<file path="src/rtl/cdb_arbiter_pkg.sv">
// Shared widths and source indices for the common-data-bus arbiter.
package cdb_arbiter_pkg;

  localparam int tagWidth    = 5;
  localparam int dataWidth   = 32;
  localparam int addrWidth   = 32;
  localparam int cdbSrcWidth = 2;

  localparam int srcALU = 0;
  localparam int srcLSB = 1;
  localparam int srcBRU = 2;

  // Round-robin successor of a source index, wrapping at n.
  function automatic logic [cdbSrcWidth-1:0] wrap_inc(input logic [cdbSrcWidth-1:0] i,
                                                      input int n);
    return (int'(i) == n - 1) ? '0 : i + 1'b1;
  endfunction

endpackage

</file>
<file path="src/rtl/cdb_arbiter_if.sv">
// Producer-side handshake and CDB broadcast bundle of the arbiter.
interface cdb_arbiter_if import cdb_arbiter_pkg::*; #(
  parameter int N_SRC  = 3,
  parameter int TAG_W  = tagWidth,
  parameter int DATA_W = dataWidth,
  parameter int ADDR_W = addrWidth
) ();

  logic                      rdy;
  logic                      flush;
  logic [N_SRC-1:0]          src_valid;
  logic [N_SRC-1:0]          src_ready;
  logic [N_SRC*TAG_W-1:0]    src_tag;
  logic [N_SRC*DATA_W-1:0]   src_data;
  logic [N_SRC-1:0]          src_jump;
  logic [N_SRC*ADDR_W-1:0]   src_pc;
  logic                      cdb_valid;
  logic [TAG_W-1:0]          cdb_tag;
  logic [DATA_W-1:0]         cdb_data;
  logic                      cdb_jump;
  logic [ADDR_W-1:0]         cdb_pc;
  logic [cdbSrcWidth-1:0]    cdb_src;

  modport slave (
    input  rdy, flush, src_valid, src_tag, src_data, src_jump, src_pc,
    output src_ready, cdb_valid, cdb_tag, cdb_data, cdb_jump, cdb_pc, cdb_src
  );

  modport master (
    output rdy, flush, src_valid, src_tag, src_data, src_jump, src_pc,
    input  src_ready, cdb_valid, cdb_tag, cdb_data, cdb_jump, cdb_pc, cdb_src
  );

endinterface

</file>
<file path="src/rtl/cdb_arbiter_rr_pick.sv">
// N-way round-robin picker: first request at or after ptr, wrapping.
module rr_pick #(
  parameter int N     = 3,
  parameter int IDX_W = 2
) (
  input  logic [N-1:0]     req,
  input  logic [IDX_W-1:0] ptr,
  output logic [N-1:0]     grant,
  output logic [IDX_W-1:0] idx,
  output logic             any
);

  int j;

  // Scan from ptr upward; the first hit wins and masks the rest.
  always_comb begin
    grant = '0;
    idx   = '0;
    any   = 1'b0;
    j     = 0;
    for (int k = 0; k < N; k++) begin
      j = (int'(ptr) + k) % N;
      if (!any && req[j]) begin
        any      = 1'b1;
        grant[j] = 1'b1;
        idx      = IDX_W'(j);
      end
    end
  end

endmodule

</file>
<file path="src/rtl/cdb_arbiter.sv">
// Common-data-bus arbiter: one-entry buffer per producer, round-robin
// grant onto a registered broadcast bus, flush discards everything held.
module cdb_arbiter import cdb_arbiter_pkg::*; #(
  parameter int N_SRC  = 3,
  parameter int TAG_W  = tagWidth,
  parameter int DATA_W = dataWidth,
  parameter int ADDR_W = addrWidth
) (
  input  logic          clk,
  input  logic          rst,
  cdb_arbiter_if.slave  bus
);

  logic [N_SRC-1:0]       vld_p0;
  logic [TAG_W-1:0]       tag_p0  [N_SRC];
  logic [DATA_W-1:0]      data_p0 [N_SRC];
  logic                   jump_p0 [N_SRC];
  logic [ADDR_W-1:0]      pc_p0   [N_SRC];
  logic [cdbSrcWidth-1:0] ptr;

  logic                   vld_p1;
  logic [TAG_W-1:0]       tag_p1;
  logic [DATA_W-1:0]      data_p1;
  logic                   jump_p1;
  logic [ADDR_W-1:0]      pc_p1;
  logic [cdbSrcWidth-1:0] src_p1;

  logic [N_SRC-1:0]       grant;
  logic [N_SRC-1:0]       ready;
  logic [N_SRC-1:0]       accept;
  logic [cdbSrcWidth-1:0] gnt_idx;
  logic                   gnt_any;
  logic [TAG_W-1:0]       sel_tag;
  logic [DATA_W-1:0]      sel_data;
  logic                   sel_jump;
  logic [ADDR_W-1:0]      sel_pc;

  // Grant depends only on registered state, so ready never looks at valid.
  rr_pick #(.N(N_SRC), .IDX_W(cdbSrcWidth)) u_pick (
    .req   (vld_p0),
    .ptr   (ptr),
    .grant (grant),
    .idx   (gnt_idx),
    .any   (gnt_any)
  );

  assign ready         = {N_SRC{bus.rdy & ~bus.flush}} & (~vld_p0 | grant);
  assign accept        = bus.src_valid & ready;
  assign bus.src_ready = ready;

  // One-hot payload mux for the granted source.
  always_comb begin
    sel_tag  = '0;
    sel_data = '0;
    sel_jump = 1'b0;
    sel_pc   = '0;
    for (int i = 0; i < N_SRC; i++) begin
      if (grant[i]) begin
        sel_tag  = sel_tag  | tag_p0[i];
        sel_data = sel_data | data_p0[i];
        sel_jump = sel_jump | jump_p0[i];
        sel_pc   = sel_pc   | pc_p0[i];
      end
    end
  end

  // ---- stage p0: per-source buffer occupancy and round-robin pointer ----
  // Occupancy/pointer update; a grant and a refill on the same source keep it full.
  always_ff @(posedge clk) begin
    if (rst) begin
      vld_p0 <= '0;
      ptr    <= '0;
    end else if (bus.rdy) begin
      if (bus.flush) begin
        vld_p0 <= '0;
      end else begin
        vld_p0 <= (vld_p0 & ~grant) | accept;
        if (gnt_any) ptr <= wrap_inc(gnt_idx, N_SRC);
      end
    end
  end

  // Payload capture on accept; accept already excludes stall and flush.
  always_ff @(posedge clk) begin
    for (int i = 0; i < N_SRC; i++) begin
      if (accept[i]) begin
        tag_p0[i]  <= bus.src_tag[i*TAG_W +: TAG_W];
        data_p0[i] <= bus.src_data[i*DATA_W +: DATA_W];
        jump_p0[i] <= bus.src_jump[i];
        pc_p0[i]   <= bus.src_pc[i*ADDR_W +: ADDR_W];
      end
    end
  end

  // ---- stage p1: registered CDB broadcast ----
  // Broadcast register; valid is a single-cycle pulse, fields hold when idle.
  always_ff @(posedge clk) begin
    if (rst) begin
      vld_p1  <= 1'b0;
      tag_p1  <= '0;
      data_p1 <= '0;
      jump_p1 <= 1'b0;
      pc_p1   <= '0;
      src_p1  <= '0;
    end else if (bus.rdy) begin
      if (bus.flush) begin
        vld_p1 <= 1'b0;
      end else if (gnt_any) begin
        vld_p1  <= 1'b1;
        tag_p1  <= sel_tag;
        data_p1 <= sel_data;
        jump_p1 <= sel_jump;
        pc_p1   <= sel_pc;
        src_p1  <= gnt_idx;
      end else begin
        vld_p1 <= 1'b0;
      end
    end
  end

  assign bus.cdb_valid = vld_p1;
  assign bus.cdb_tag   = tag_p1;
  assign bus.cdb_data  = data_p1;
  assign bus.cdb_jump  = jump_p1;
  assign bus.cdb_pc    = pc_p1;
  assign bus.cdb_src   = src_p1;

endmodule

</file>
<file path="src/flat_wrapper.sv">
// flat-port wrapper written by rule: the top's interface ports become plain ports
module cdb_arbiter_flat import cdb_arbiter_pkg::*;
#(
  parameter int N_SRC  = 3,
  parameter int TAG_W  = tagWidth,
  parameter int DATA_W = dataWidth,
  parameter int ADDR_W = addrWidth
)
  (clk, rst, bus_rdy, bus_flush, bus_src_valid, bus_src_tag, bus_src_data, bus_src_jump, bus_src_pc, bus_src_ready, bus_cdb_valid, bus_cdb_tag, bus_cdb_data, bus_cdb_jump, bus_cdb_pc, bus_cdb_src);
  cdb_arbiter_if #(.N_SRC(N_SRC), .TAG_W(TAG_W), .DATA_W(DATA_W), .ADDR_W(ADDR_W)) bus_i ();
  input  logic clk;
  input  logic rst;
  input wire logic [$bits(bus_i.rdy)-1:0] bus_rdy;
  input wire logic [$bits(bus_i.flush)-1:0] bus_flush;
  input wire logic [$bits(bus_i.src_valid)-1:0] bus_src_valid;
  input wire logic [$bits(bus_i.src_tag)-1:0] bus_src_tag;
  input wire logic [$bits(bus_i.src_data)-1:0] bus_src_data;
  input wire logic [$bits(bus_i.src_jump)-1:0] bus_src_jump;
  input wire logic [$bits(bus_i.src_pc)-1:0] bus_src_pc;
  output wire logic [$bits(bus_i.src_ready)-1:0] bus_src_ready;
  output wire logic [$bits(bus_i.cdb_valid)-1:0] bus_cdb_valid;
  output wire logic [$bits(bus_i.cdb_tag)-1:0] bus_cdb_tag;
  output wire logic [$bits(bus_i.cdb_data)-1:0] bus_cdb_data;
  output wire logic [$bits(bus_i.cdb_jump)-1:0] bus_cdb_jump;
  output wire logic [$bits(bus_i.cdb_pc)-1:0] bus_cdb_pc;
  output wire logic [$bits(bus_i.cdb_src)-1:0] bus_cdb_src;
  assign bus_i.rdy = bus_rdy;
  assign bus_i.flush = bus_flush;
  assign bus_i.src_valid = bus_src_valid;
  assign bus_i.src_tag = bus_src_tag;
  assign bus_i.src_data = bus_src_data;
  assign bus_i.src_jump = bus_src_jump;
  assign bus_i.src_pc = bus_src_pc;
  assign bus_src_ready = bus_i.src_ready;
  assign bus_cdb_valid = bus_i.cdb_valid;
  assign bus_cdb_tag = bus_i.cdb_tag;
  assign bus_cdb_data = bus_i.cdb_data;
  assign bus_cdb_jump = bus_i.cdb_jump;
  assign bus_cdb_pc = bus_i.cdb_pc;
  assign bus_cdb_src = bus_i.cdb_src;
  cdb_arbiter #(.N_SRC(N_SRC), .TAG_W(TAG_W), .DATA_W(DATA_W), .ADDR_W(ADDR_W)) u_core (.clk(clk), .rst(rst), .bus(bus_i));
endmodule
</file>
<file path="config.mk">
export PLATFORM = sky130hd
export DESIGN_NAME = cdb_arbiter_flat
export DESIGN_NICKNAME = d
export VERILOG_FILES = /design/src/rtl/cdb_arbiter_pkg.sv /design/src/rtl/cdb_arbiter_if.sv /design/src/rtl/cdb_arbiter_rr_pick.sv /design/src/rtl/cdb_arbiter.sv /design/src/flat_wrapper.sv
export SDC_FILE = /design/constraint.sdc
export NUM_CORES = 1
export LEC_CHECK = 0
export ABC_AREA = 0
export BUFFER_PORTS_ARGS = -buffer_cell sky130_fd_sc_hd__buf_4
export CORE_MARGIN = 3
export CORE_UTILIZATION = 56
export DETAILED_ROUTE_END_ITERATION = 16
export PLACE_DENSITY = 0.87
export SLEW_MARGIN = 40
export SYNTH_ARGS = -nofsm -noshare
export SYNTH_HDL_FRONTEND = slang
export SYNTH_SLANG_ARGS = --single-unit
</file>
<file path="constraint.sdc">
create_clock -name clk -period 6.45 [get_ports clk]
set_clock_uncertainty 0.05 [all_clocks]
set_input_delay 0.3225 -clock clk [delete_from_list [all_inputs] [get_ports clk]]
set_output_delay 0.3225 -clock clk [all_outputs]
set_load 0.05 [all_outputs]
</file>
Word-level counts from Yosys, hierarchy flattened
Memory sizes are Yosys's and may differ from the RTL's. Index checks and enable logic that the tools add are counted.

Divide/modulo/power cells: 3. Add/sub/neg operators: 3. Eq/ne operators: 1. Bitwise operators: 19. $lt $le $gt $ge: 6. Reduce and logical (&&, ||, !) cells: 8. Muxes and demuxes: 46.

Operators by type and width (number): $mux W32 (6); $or A32 B32 Y32 (4); $ge A32 B1 Y1 const B (3); $lt A32 B4 Y1 const B (3); $mod A32 B3 Y32 const B (2); $mod A3 B3 Y32 const B (1); $mux W1 (23); $mux W5 (3); $mux W3 (4); $or A3 B3 Y3 (4); $or A5 B5 Y5 (2); $and A3 B3 Y3 (3); $mux W2 (4); $bmux W1 S2 (3); $demux W1 S2 (3); $not A3 Y3 (2); $logic_and A1 B1 Y1 (5); $add A2 B1 Y3 const B (1); $add A2 B2 Y3 const B (1); $reduce_and A3 Y1 (1); $add A2 B1 Y2 const B (1); $eq A2 B2 Y1 const B (1); $logic_not A1 Y1 (2); $or A1 B1 Y1 (2); 2 further kinds (2).

Memory bits (writable): 210. Flip-flop bits (word level): 78. Word-level logic and storage cells: 98. Memories: 4. Input bits: 217.

Memories: u_core.data_p0 (words 3, width 32, rd ports 3, clocked after Yosys merged registers in 0, wr ports 3, RTL line cdb_arbiter.sv:16) `logic [DATA_W-1:0] data_p0 [N_SRC];`; u_core.pc_p0 (words 3, width 32, rd ports 3, clocked after Yosys merged registers in 0, wr ports 3, RTL line cdb_arbiter.sv:18) `logic [ADDR_W-1:0] pc_p0 [N_SRC];`; u_core.tag_p0 (words 3, width 5, rd ports 3, clocked after Yosys merged registers in 0, wr ports 3, RTL line cdb_arbiter.sv:15) `logic [TAG_W-1:0] tag_p0 [N_SRC];`; u_core.jump_p0 (words 3, width 1, rd ports 3, clocked after Yosys merged registers in 0, wr ports 3, RTL line cdb_arbiter.sv:17) `logic jump_p0 [N_SRC];`.

Longest topological paths before layout
Gate-level depths: netlist (run 1).

Depth after elaboration: 16. Depth in mapped cells: 11. Depth with buffers taken out: 8.

Hierarchy
From an unflattened synthesis (run 1), not the netlist that was laid out.

Cell total of the unflattened synthesis: 635. Area, all modules: 10625.2 um^2.

By module, submodules not included: cdb_arbiter (instances 1, cells an instance 583, seq. area each 7867.5 um^2, area each 10243.6 um^2); rr_pick (instances 1, cells an instance 52, seq. area each 0.0 um^2, area each 381.6 um^2).

Least setup slack after synthesis (run 1)
OpenSTA, ideal clock, no wires.

Path kind: flip-flop to flip-flop. Start point: register u_core.ptr[0]. End point: memory u_core.data_p0[0][0] in the netlist's numbering (enable). Library setup time: 0.435 ns. Arrival: 4.131 ns. Period minus slack after synthesis: 4.617 ns. Setup slack: 1.833 ns. Stages on the path, launching flop included: 10. Cells stage by stage: dfxtp_1 > inv_1 > ha_1 > buf_2 > nand2_1 > o22ai_1 > a21oi_1 > a21o_2 > a21oi_1 > and2_1.

RTL lines: start: declaration (RTL line cdb_arbiter.sv:19) `logic [cdbSrcWidth-1:0] ptr;`; start signal: assignment (RTL line cdb_arbiter.sv:78) `if (gnt_any) ptr <= wrap_inc(gnt_idx, N_SRC);`; end: declaration (RTL line cdb_arbiter.sv:16).

==> results of run 1 <==
[power by group]
| group | internal (mW) | switching (mW) |
|---|---|---|
| Combinational | 0.256 | 0.305 |
| Clock | 0.876 | 0.695 |
| Sequential | 2.05 | 0.0310 |
[per-layer routing]
metal  GRT usage, %  share of wire [%]  vias up
li1               -                  -     3677
met1           37.2                 34     4067
met2           55.6                 52      582
met3           6.61                8.6      118
met4           14.1                4.7        0
met5              0                  0        -
[worst max-delay path: stages, from the launching register on]
cell	delay, ns
dfxtp_1	0.38
inv_1	0.08
ha_1	0.54
inv_1	0.10
a21oi_1	0.16
o221a_2	0.22
a21o_2	0.10
buf_6	0.51
o21a_1	0.21
and2_4	0.47
buf_12	0.31
[cells by family (layout without fill, tap and decap cells)]
family / count (synthesis) / count (layout) / share of synthesized area [%]
fa+ha+maj: 4 / 4 / 0.442
other cells: 0 / 1 / 0
flops: 288 / 288 / 69.5
compound gates: 183 / 183 / 17.1
buf+inv: 125 / 647 / 7.21
simple gates: 101 / 101 / 5.46
mux: 2 / 2 / 0.287
[placed cells by master, fill, tap and decap left out, types with 5 or more instances in the layout]
cell type,count
nand2b_1,5
o221ai_2,70
o21a_1,5
inv_1,80
clkbuf_1,13
dfxtp_1,78
nand2_1,7
buf_4,297
nand2_2,70
clkbuf_16,29
edfxtp_1,210
dlygate4sd3_1,212
a22oi_1,70
a21oi_1,10
[synth_stat cells (2+ instances only)]
cell type,instances
nor2_1,4
buf_4,2
a22oi_1,70
buf_6,15
inv_1,80
nand2_2,70
o22ai_1,2
buf_2,5
o221ai_2,70
clkbuf_8,20
ha_1,4
a21oi_1,10
o21ai_0,4
nor3_1,2
nor2b_1,4
nand2b_1,5
edfxtp_1,210
dfxtp_1,78
a21o_2,2
nand2_1,7
a21o_1,3
o21a_1,5
and2_1,3
a22oi_4,2
a211oi_1,3
[sequential cells by signal, summed over array words and instances, names as in the netlist]
| register | cells |
|---|---|
| u_core.bus.cdb_tag | 5 |
| u_core.bus.cdb_jump | 1 |
| u_core.bus.cdb_valid | 1 |
| u_core.bus.cdb_src | 2 |
| u_core.data_p0 | 96 |
| u_core.pc_p0 | 96 |
| u_core.jump_p0 | 3 |
| u_core.bus.cdb_pc | 32 |
| u_core.tag_p0 | 15 |
| u_core.bus.cdb_data | 32 |
| u_core.vld_p0 | 3 |
| u_core.ptr | 2 |
[worst paths after layout]
check | slack, ns | from | end
max | 2.92 | u_core.ptr[0]$_SDFFE_PP0P_ | u_core.data_p0[0][42]$_DFFE_PP_
min | 0.05 | bus_src_valid[2] | u_core.vld_p0[2]$_SDFFE_PP0P_
max reg2reg | 2.92 | u_core.ptr[0]$_SDFFE_PP0P_ | u_core.data_p0[0][42]$_DFFE_PP_
min reg2reg | 0.41 | u_core.pc_p0[0][7]$_DFFE_PP_ | u_core.bus.cdb_pc[7]$_SDFFE_PP0P_
[layout make-up]
cell class                 instances  area [µm²]
sequential                       288        7870
timing repair buffer             515        4450
fill                             913        3190
multi-input combinational        290        2640
clock buffer                      46         830
tap                              265         332
inverter                          80         300
clock inverter                     6        30.0
antenna                            1        2.50
[metrics by stage]
step,util (%),worst slack [ns]
floorplan,-,1.83
global placement,68.1,2.79
detailed placement,68.5,2.79
CTS,83.7,2.76
global route,83.7,2.71
finish,83.7,2.92
[what timing repair did]
item,4_1_cts,5_1_grt
hold buffers,212,0
setup buffers,0,0
endpoints found under the hold margin,217,0
==> flow_summary.yaml, run 1 <==
setup_path:
  cp_data_required_time_ns: 6.60
  cp-start-kind: "flop"
  endpoint_kind: "flop"
  cp_max_fo: 72
  reg2reg_depth: 10
  worst_ep_arrival_time_ns: 3.68
  crit_type: "flop to flop"
flow_run:
  drv_cap: 0
finish:
  design_area_mm2: 0.0165
  nets: 1425
  syn_to_final_growth_pct: 45.4
  stdcell_count: 1491
  drive_above_1_share_pct: 40.5
clocking:
  cts_buffers: 29
  cts_tree: "done"
  cts_htree_levels: 1
  clock_sinks: 288
  insertion_delay_ns: 0.53
  cts_resized: 0
  clockBufferDepth: 3
  root_buffer: "clkbuf_16"
  cts.clk_slew.worst_paths_ns: 0.06
floorplan:
  fp.dieH_um: 148
  start_util_pct: 57.6
  coreArea_mm2: 0.0197
  boundaryPins: 293
  dieArea_mm2: 0.0220
  die_w_um: 148
  rows: 51
routing:
  wl_per_cell_um: 23.7
  drt_pass1_iterations: 5
  vias: 8444
  detail-route-antenna-nets: 0
  wl_um: 35400
  drcViolationCount: 0
  vias_per_cell: 5.66
  drt-initial-drc-count: 637
synthesis:
  synth_edf_count: 210
  ys_warn_count: 0
  ys_ff_latch: 288
  synth_top_cell_area_share_pct: 55.7
  yosysSeqAreaShare_pct: 69.5
  synthCells: 703
  synthArstFlopShare_pct: 0
  synth_ff_type: "edfxtp_1"
  syn_area_per_cell_um2: 16.1
  syn_nets: 924
  netlist_top_cells_area: "edfxtp_1, dfxtp_1, o221ai_2"
  synth_top_area_cell: "edfxtp_1"
  ys_types: 48
  syn_area_mm2: 0.0113
sta:
  fin_crit_sh_pct: 54.7
  period_needed_ns: 3.53
  rsz0062_at_grt: "no"
  final_max_slew_viol_count: 0
  fin_tns_setup_ns: 0
  worstMarginPinSlew_ns: 0.850
  fmax_mhz: 283
  relSlewSlack_pct: 43.3
  finalSetupViolations: 0
  whs_ns: 0.0503
  finalHoldViolCount: 0
run_status:
  status: "complete, no violations"
placement:
  placedCellCount: 1226
  dpl_cell_area_mm2: 0.0135
  gp_congestion: 0.870
  portBuffers: 292
  hpwl_um: 17000
global_route:
  grt_max_degree: 73
  antenna_found_initial: 1
  grt_pass1_wl_um: 52500
  grt_pass1_vias: 8981
  track_usage_pct: 31.5
  overflow: 0
power:
  leakage_nw: 6.01
  power_mw: 4.21
  vdd_drop_max_uv: 247
  p_per_area_mw_per_mm2: 256
worst_hold_path:
  hp-class: "input pin to flop"
  min_path_cells: 3
Note: power is estimated with default switching activity, not from simulation.
==> run 2: changes to the inputs <==
--- a/config.mk
+++ b/config.mk
@@ -8,9 +8,9 @@
 export ABC_AREA = 0
 export BUFFER_PORTS_ARGS = -buffer_cell sky130_fd_sc_hd__buf_4
 export CORE_MARGIN = 3
-export CORE_UTILIZATION = 56
+export CORE_UTILIZATION = 53
 export DETAILED_ROUTE_END_ITERATION = 16
-export PLACE_DENSITY = 0.87
+export PLACE_DENSITY = 0.83
 export SLEW_MARGIN = 40
 export SYNTH_ARGS = -nofsm -noshare
 export SYNTH_HDL_FRONTEND = slang
==> constraint.sdc (replaced) <==
create_clock -name clk -period 3.3 [get_ports clk]
set_clock_uncertainty 0.05 [all_clocks]
set_input_delay 0.165 -clock clk [delete_from_list [all_inputs] [get_ports clk]]
set_output_delay 0.165 -clock clk [all_outputs]
set_load 0.05 [all_outputs]
==> run 2 against run 1 <==
  * Core utilization decreased by 2.4 points
  * Hold slack improved by 0.18 ns
  * Non-clock buffer count is 12 higher
  * Cell count rose by 1.2%
  * Total power up 110%
  * Sequential cell count stayed put
  * Wire length up 0.40%
  * Design area up 1.9%
==> flow_summary.yaml, run 2 (same netlist as run 1, synthesis figures left out) <==
finish:
  top_regs: "u_core.data_p0 (96), u_core.pc_p0 (96)"
  syn_to_final_growth_pct: 48.2
  design_area_mm2: 0.0168
  layout_commonest_cell: "buf_4"
  nets: 1436
  final_cell_mix: "buf_4, dlygate4sd3_1, edfxtp_1"
  drive_above_1_share_pct: 41.1
setup_path:
  crit_type: "flop to flop"
  worstReg2RegEnd: "u_core.vld_p0[2]$_SDFFE_PP0P_"
  cp_top_family: "buffers and inverters"
  path_buf_inv: 3
  cp_slowest_cell: "dlygate4sd3_1"
  crit_chain: "inv_1, ha_1, nand2_1, o22ai_1, nand2_1, a21o_2, buf_4, o211a_1, a211oi_1, dlygate4sd3_1"
  cp_slowest_stage_delay_ns: 0.57
  timing.rr.start: "u_core.ptr[0]$_SDFFE_PP0P_"
  endpoint_kind: "flop"
  cp-start-kind: "flop"
  reg2reg_depth: 10
  rrSetupSlack_ns: 0.15
  cpMostUsedCell: "nand2_1"
  cp_max_fo: 34
  cp_data_required_time_ns: 3.75
  worst_ep_arrival_time_ns: 3.60
clocking:
  cts_htree_levels: 1
  cts.clk_slew.worst_paths_ns: 0.07
  root_buffer: "clkbuf_16"
  clock_sinks: 288
  clockBufferDepth: 3
  post_cts_buffers: 0
  cts_buffers: 28
  cts_tree: "done"
  ctsHoldBuffers: 219
  cts_resized: 0
  insertion_delay_ns: 0.55
floorplan:
  rows: 52
  fp.dieH_um: 152
  dieArea_mm2: 0.0231
  coreArea_mm2: 0.0206
  start_util_pct: 54.9
  die_w_um: 152
  boundaryPins: 293
worst_hold_path:
  min_from: "bus_rdy"
  min_path_cells: 4
  hp-class: "input pin to flop"
  holdPathEnd: "u_core.bus.cdb_src[1]$_SDFFE_PP0P_"
power:
  combinationalPowerShare_pct: 13.1
  p_sw_share_pct: 24.0
  pwr-share-clk_pct: 39.9
  power.net_switching_mw: 2.08
  vdd_drop_max_uv: 460
  p_per_area_mw_per_mm2: 516
  seqPwrFrac_pct: 47.0
  internal-power_mw: 6.58
  leakage_nw: 6.16
sta:
  final_max_slew_viol_count: 0
  relSlewSlack_pct: 53.8
  finalHoldViolCount: 0
  rsz0062_at_grt: "no"
  fin_crit_sh_pct: 95.4
  period_needed_ns: 3.15
  finalSetupViolations: 0
  fin_tns_setup_ns: 0
  fmax_mhz: 318
  worstMarginPinSlew_ns: 0.688
routing:
  vias: 8460
  drt_pass1_iterations: 5
  detail-route-antenna-nets: 0
  drt-initial-drc-count: 576
  drcViolationCount: 0
  wl_um: 35500
  wl_per_cell_um: 23.5
  vias_per_cell: 5.61
global_route:
  track_usage_pct: 29.9
  grt_pass1_wl_um: 53900
  grt_max_degree: 71
  grt_pass1_vias: 9240
  antenna_found_initial: 2
  overflow: 0
placement:
  dpl_cell_area_mm2: 0.0136
  gp_congestion: 0.845
  portBuffers: 292
  hpwl_um: 17900
run_status:
  status: "complete, no violations"
flow_run:
  drv_cap: 0
==> run 2: tightest hold or removal path, stage by stage <==
cell and delay [ns]:
buf_4 0.13, nor2b_1 0.24, o21ai_0 0.17, a21oi_1 0.08
==> run 2: how the worst max path moves through the flow <==
stage | start | to | slack [ns] | cells past startpoint
final | u_core.ptr[0]$_SDFFE_PP0P_ | u_core.vld_p0[2]$_SDFFE_PP0P_ | 0.15 | 10
after global routing | u_core.ptr[0]$_SDFFE_PP0P_ | u_core.vld_p0[2]$_SDFFE_PP0P_ | 0.02 | 10
after CTS | u_core.ptr[0]$_SDFFE_PP0P_ | u_core.vld_p0[2]$_SDFFE_PP0P_ | 0.20 | 10
after detailed placement | u_core.ptr[0]$_SDFFE_PP0P_ | u_core.pc_p0[0][12]$_DFFE_PP_ | 0.41 | 9
after global placement | u_core.ptr[0]$_SDFFE_PP0P_ | u_core.data_p0[0][57]$_DFFE_PP_ | 0.46 | 9
after floorplan | u_core.ptr[0]$_SDFFE_PP0P_ | u_core.data_p0[0][0]$_DFFE_PP_ | 0.12 | 9
==> run 2: cell type report <==
cell class	instances	area, µm²
Clock inverter	17	250
Multi-Input combinational cell	290	2650
Antenna cell	2	5.00
Timing Repair Buffer	527	4640
Sequential cell	288	7870
Clock buffer	35	727
Tap cell	270	338
Inverter	80	300
Fill cell	967	3850
==> run 2: metrics by stage <==
step	worst slack, ns	util [%]	hold slack [ns]	cells	power, mW
floorplan	0.117	-	0.214	703	4.67
finish	0.153	81.3	0.227	1509	8.65
global placement	0.464	65.9	0.293	1235	4.98
CTS	0.201	81.3	0.188	1507	8.56
global route	0.0236	81.3	0.276	1509	8.88
detailed placement	0.411	66.0	0.294	1236	5.01
==> run 2: power groups by stage <==
stage,clock network (mW),registers (mW),logic [mW]
after floorplan,0,4.22,0.443
after global placement,0,4.13,0.847
after detailed placement,0,4.14,0.874
after CTS,3.41,4.06,1.09
after global routing,3.62,4.07,1.19
final,3.45,4.07,1.13
==> run 2: per-layer routing <==
layer	part of all wire [%]	track usage [%]	vias to the layer above
met2	53	53.1	498
met5	0	0	-
met3	7.8	6.45	116
li1	-	-	3695
met4	4.9	13.3	0
met1	34	34.8	4151
==> run 3: changes to the inputs <==
--- a/config.mk
+++ b/config.mk
@@ -8,9 +8,10 @@
 export ABC_AREA = 0
 export BUFFER_PORTS_ARGS = -buffer_cell sky130_fd_sc_hd__buf_4
 export CORE_MARGIN = 3
-export CORE_UTILIZATION = 53
+export CORE_UTILIZATION = 55
+export CTS_BUF_LIST = sky130_fd_sc_hd__clkbuf_2
 export DETAILED_ROUTE_END_ITERATION = 16
-export PLACE_DENSITY = 0.83
+export PLACE_DENSITY = 0.86
 export SLEW_MARGIN = 40
 export SYNTH_ARGS = -nofsm -noshare
 export SYNTH_HDL_FRONTEND = slang
==> run 3 against run 2 <==
  * The flow now stops in clock tree synthesis
  * Synthesized cell count unchanged
  * Area after synthesis unchanged
==> flow_summary.yaml, run 3 <==
synthesis:
  syn_area_per_cell_um2: 16.1
  yosysMostFrequentCell: "edfxtp_1"
  ys_types: 48
  synthArstFlopShare_pct: 0
  synthCells: 703
  syn_area_mm2: 0.0113
  ys_warn_count: 0
  synth_top_cell_area_share_pct: 55.7
  netlist_top_cells_area: "edfxtp_1, dfxtp_1, o221ai_2"
  yosysSeqAreaShare_pct: 69.5
  syn_nets: 924
  synth_ff_type: "edfxtp_1"
  ys_top_cells_by_count: "edfxtp_1, inv_1, dfxtp_1"
  synth_top_area_cell: "edfxtp_1"
  ys_ff_latch: 288
  synth_edf_count: 210
placement:
  gp_congestion: 0.879
  hpwl_um: 18000
  portBuffers: 292
floorplan:
  rows: 51
  die_w_um: 149
  boundaryPins: 293
  start_util_pct: 57.0
  fp.dieH_um: 149
clocking:
  cts_htree_levels: 3
  root_buffer: "clkbuf_2"
  clock_sinks: 288
  clockBufferDepth: 3
  ctsHoldBuffers: 274
  cts_buffers: 73
  post_cts_buffers: 0
  cts_resized: 0
run_status:
  tool.error: "[ERROR RSZ-0060] Max buffer count reached."
  status: "stopped before the end"
  stop_stage: "clock tree synthesis"
## run 3: logic make-up after synthesis
kind of cell    Yosys count  synth area share (%)
simple gates            101                  5.46
buf+inv                 125                  7.21
flops                   288                  69.5
compound gates          183                  17.1
fa+ha+maj                 4                 0.442
mux                       2                 0.287
## run 3: through the flow
step	util, %	instance area, µm²	setup slack [ns]	cells
after floorplan	-	11300	0.117	703
after detailed placement	68.3	13600	0.405	1231
after global placement	68.3	13600	0.502	1231
==> run 4: changes to the inputs <==
--- a/config.mk
+++ b/config.mk
@@ -8,10 +8,9 @@
 export ABC_AREA = 0
 export BUFFER_PORTS_ARGS = -buffer_cell sky130_fd_sc_hd__buf_4
 export CORE_MARGIN = 3
-export CORE_UTILIZATION = 55
-export CTS_BUF_LIST = sky130_fd_sc_hd__clkbuf_2
+export CORE_UTILIZATION = 40
 export DETAILED_ROUTE_END_ITERATION = 16
-export PLACE_DENSITY = 0.86
+export PLACE_DENSITY_LB_ADDON = 0.15
 export SLEW_MARGIN = 40
 export SYNTH_ARGS = -nofsm -noshare
 export SYNTH_HDL_FRONTEND = slang
==> run 4 against run 3 <==
  * The flow now finishes without violations
==> flow_summary.yaml, run 4 (same netlist as run 1, synthesis figures left out) <==
run_status:
  status: "complete, no violations"
routing:
  vias_per_cell: 4.83
  detail-route-antenna-nets: 0
  wl_um: 30700
  drcViolationCount: 0
  drt-initial-drc-count: 405
  drt_pass1_iterations: 4
  wl_per_cell_um: 19.0
  vias: 7791
clocking:
  root_buffer: "clkbuf_16"
  cts_tree: "done"
  clock_sinks: 288
  cts_buffers: 31
  insertion_delay_ns: 0.54
  cts_htree_levels: 1
  cts.clk_slew.worst_paths_ns: 0.06
  clockBufferDepth: 3
  post_cts_buffers: 0
sta:
  finalHoldViolCount: 0
  fin_ws_ns: 0.261
  final_max_slew_viol_count: 0
  fmax_mhz: 329
  rsz0062_at_grt: "no"
  worstMarginPinSlew_ns: 0.571
  whs_ns: 0.192
  fin_crit_sh_pct: 92.1
  fin_tns_setup_ns: 0
  period_needed_ns: 3.04
  relSlewSlack_pct: 61.9
  finalSetupViolations: 0
finish:
  nets: 1438
  final_cell_mix: "buf_4, dlygate4sd3_1, edfxtp_1"
  top_regs: "u_core.data_p0 (96), u_core.pc_p0 (96)"
  layout_commonest_cell: "buf_4"
  syn_to_final_growth_pct: 49.2
  insertedDiodeCount: 0
  drive_above_1_share_pct: 40.9
  stdcell_count: 1613
setup_path:
  rrSetupSlack_ns: 0.26
  path_buf_inv: 3
  endpoint_kind: "flop"
  cp_data_required_time_ns: 3.68
  crit_chain: "inv_1, ha_1, nand2b_1, a21o_1, a21oi_1, a21o_2, buf_12, o211a_1, a211oi_1, dlygate4sd3_1"
  cp_slowest_cell: "dlygate4sd3_1"
  cp-start-kind: "flop"
  cp_slowest_stage_delay_ns: 0.55
  cp_max_fo: 71
  crit_type: "flop to flop"
  cp_top_family: "buffers and inverters"
  worst_ep_arrival_time_ns: 3.42
global_route:
  grt_pass1_wl_um: 47900
  grt_max_degree: 72
  track_usage_pct: 19.9
  grt_pass1_vias: 8467
  overflow: 0
  antenna_found_initial: 0
worst_hold_path:
  hp-class: "input pin to flop"
floorplan:
  coreArea_mm2: 0.0274
  fp.dieH_um: 174
  dieArea_mm2: 0.0304
  boundaryPins: 293
  start_util_pct: 41.3
  rows: 60
  die_w_um: 174
placement:
  gp_congestion: 0.802
  placedCellCount: 1338
  portBuffers: 292
  hpwl_um: 18000
  dp_slack_ns: 0.466
power:
  power_mw: 8.43
  vdd_drop_max_uv: 337
  p_per_area_mw_per_mm2: 499
  leakage_nw: 6.15
flow_run:
  drv_cap: 0
-- run 4: power breakdown --
part           leakage, nW  internal, mW  switching (mW)
sequential            2.55          4.01          0.0499
combinational         3.12         0.524           0.572
clock                0.475          1.93            1.34
-- run 4: final timing paths --
path                                  from                            endpoint  cells after the start
max             u_core.ptr[0]$_SDFFE_PP0P_       u_core.vld_p0[2]$_SDFFE_PP0P_                     10
min                              bus_flush  u_core.bus.cdb_src[1]$_SDFFE_PP0P_                      5
max reg2reg     u_core.ptr[0]$_SDFFE_PP0P_       u_core.vld_p0[2]$_SDFFE_PP0P_                     10
min reg2reg  u_core.pc_p0[0][24]$_DFFE_PP_  u_core.bus.cdb_pc[24]$_SDFFE_PP0P_                      2
-- run 4: layout make-up --
type | instances | area, µm²
Fill cell | 2037 | 10500
Sequential cell | 288 | 7870
Timing Repair Buffer | 526 | 4640
Multi-Input combinational cell | 290 | 2650
Clock buffer | 47 | 896
Tap cell | 372 | 465
Inverter | 80 | 300
Clock inverter | 10 | 72.6
-- run 4: tightest hold or removal path: stages --
cell and delay, ns:
buf_4 0.10, nor2b_1 0.09, buf_4 0.17, o21ai_0 0.13
a21oi_1 0.08
-- run 4: per-layer routing --
metal | GRT usage (%) | share of wire, % | vias up
li1 | - | - | 3704
met1 | 25.3 | 41 | 3734
met2 | 34.3 | 49 | 305
met3 | 4.67 | 6.9 | 48
met4 | 5.50 | 2.7 | 0
met5 | 0 | 0 | -
-- run 4: through the flow --
step,cell area [µm²],util (%)
final,16900,61.6
after global routing,16900,61.6
after CTS,16900,61.6
after detailed placement,13700,50.1
after global placement,13700,50.1
after floorplan,11300,-
-- run 4: timing repair --
item	CTS	global route
gates resized for setup	0	2
hold buffers	218	0
endpoints found under the setup margin	0	1
hold endpoints to repair	217	0
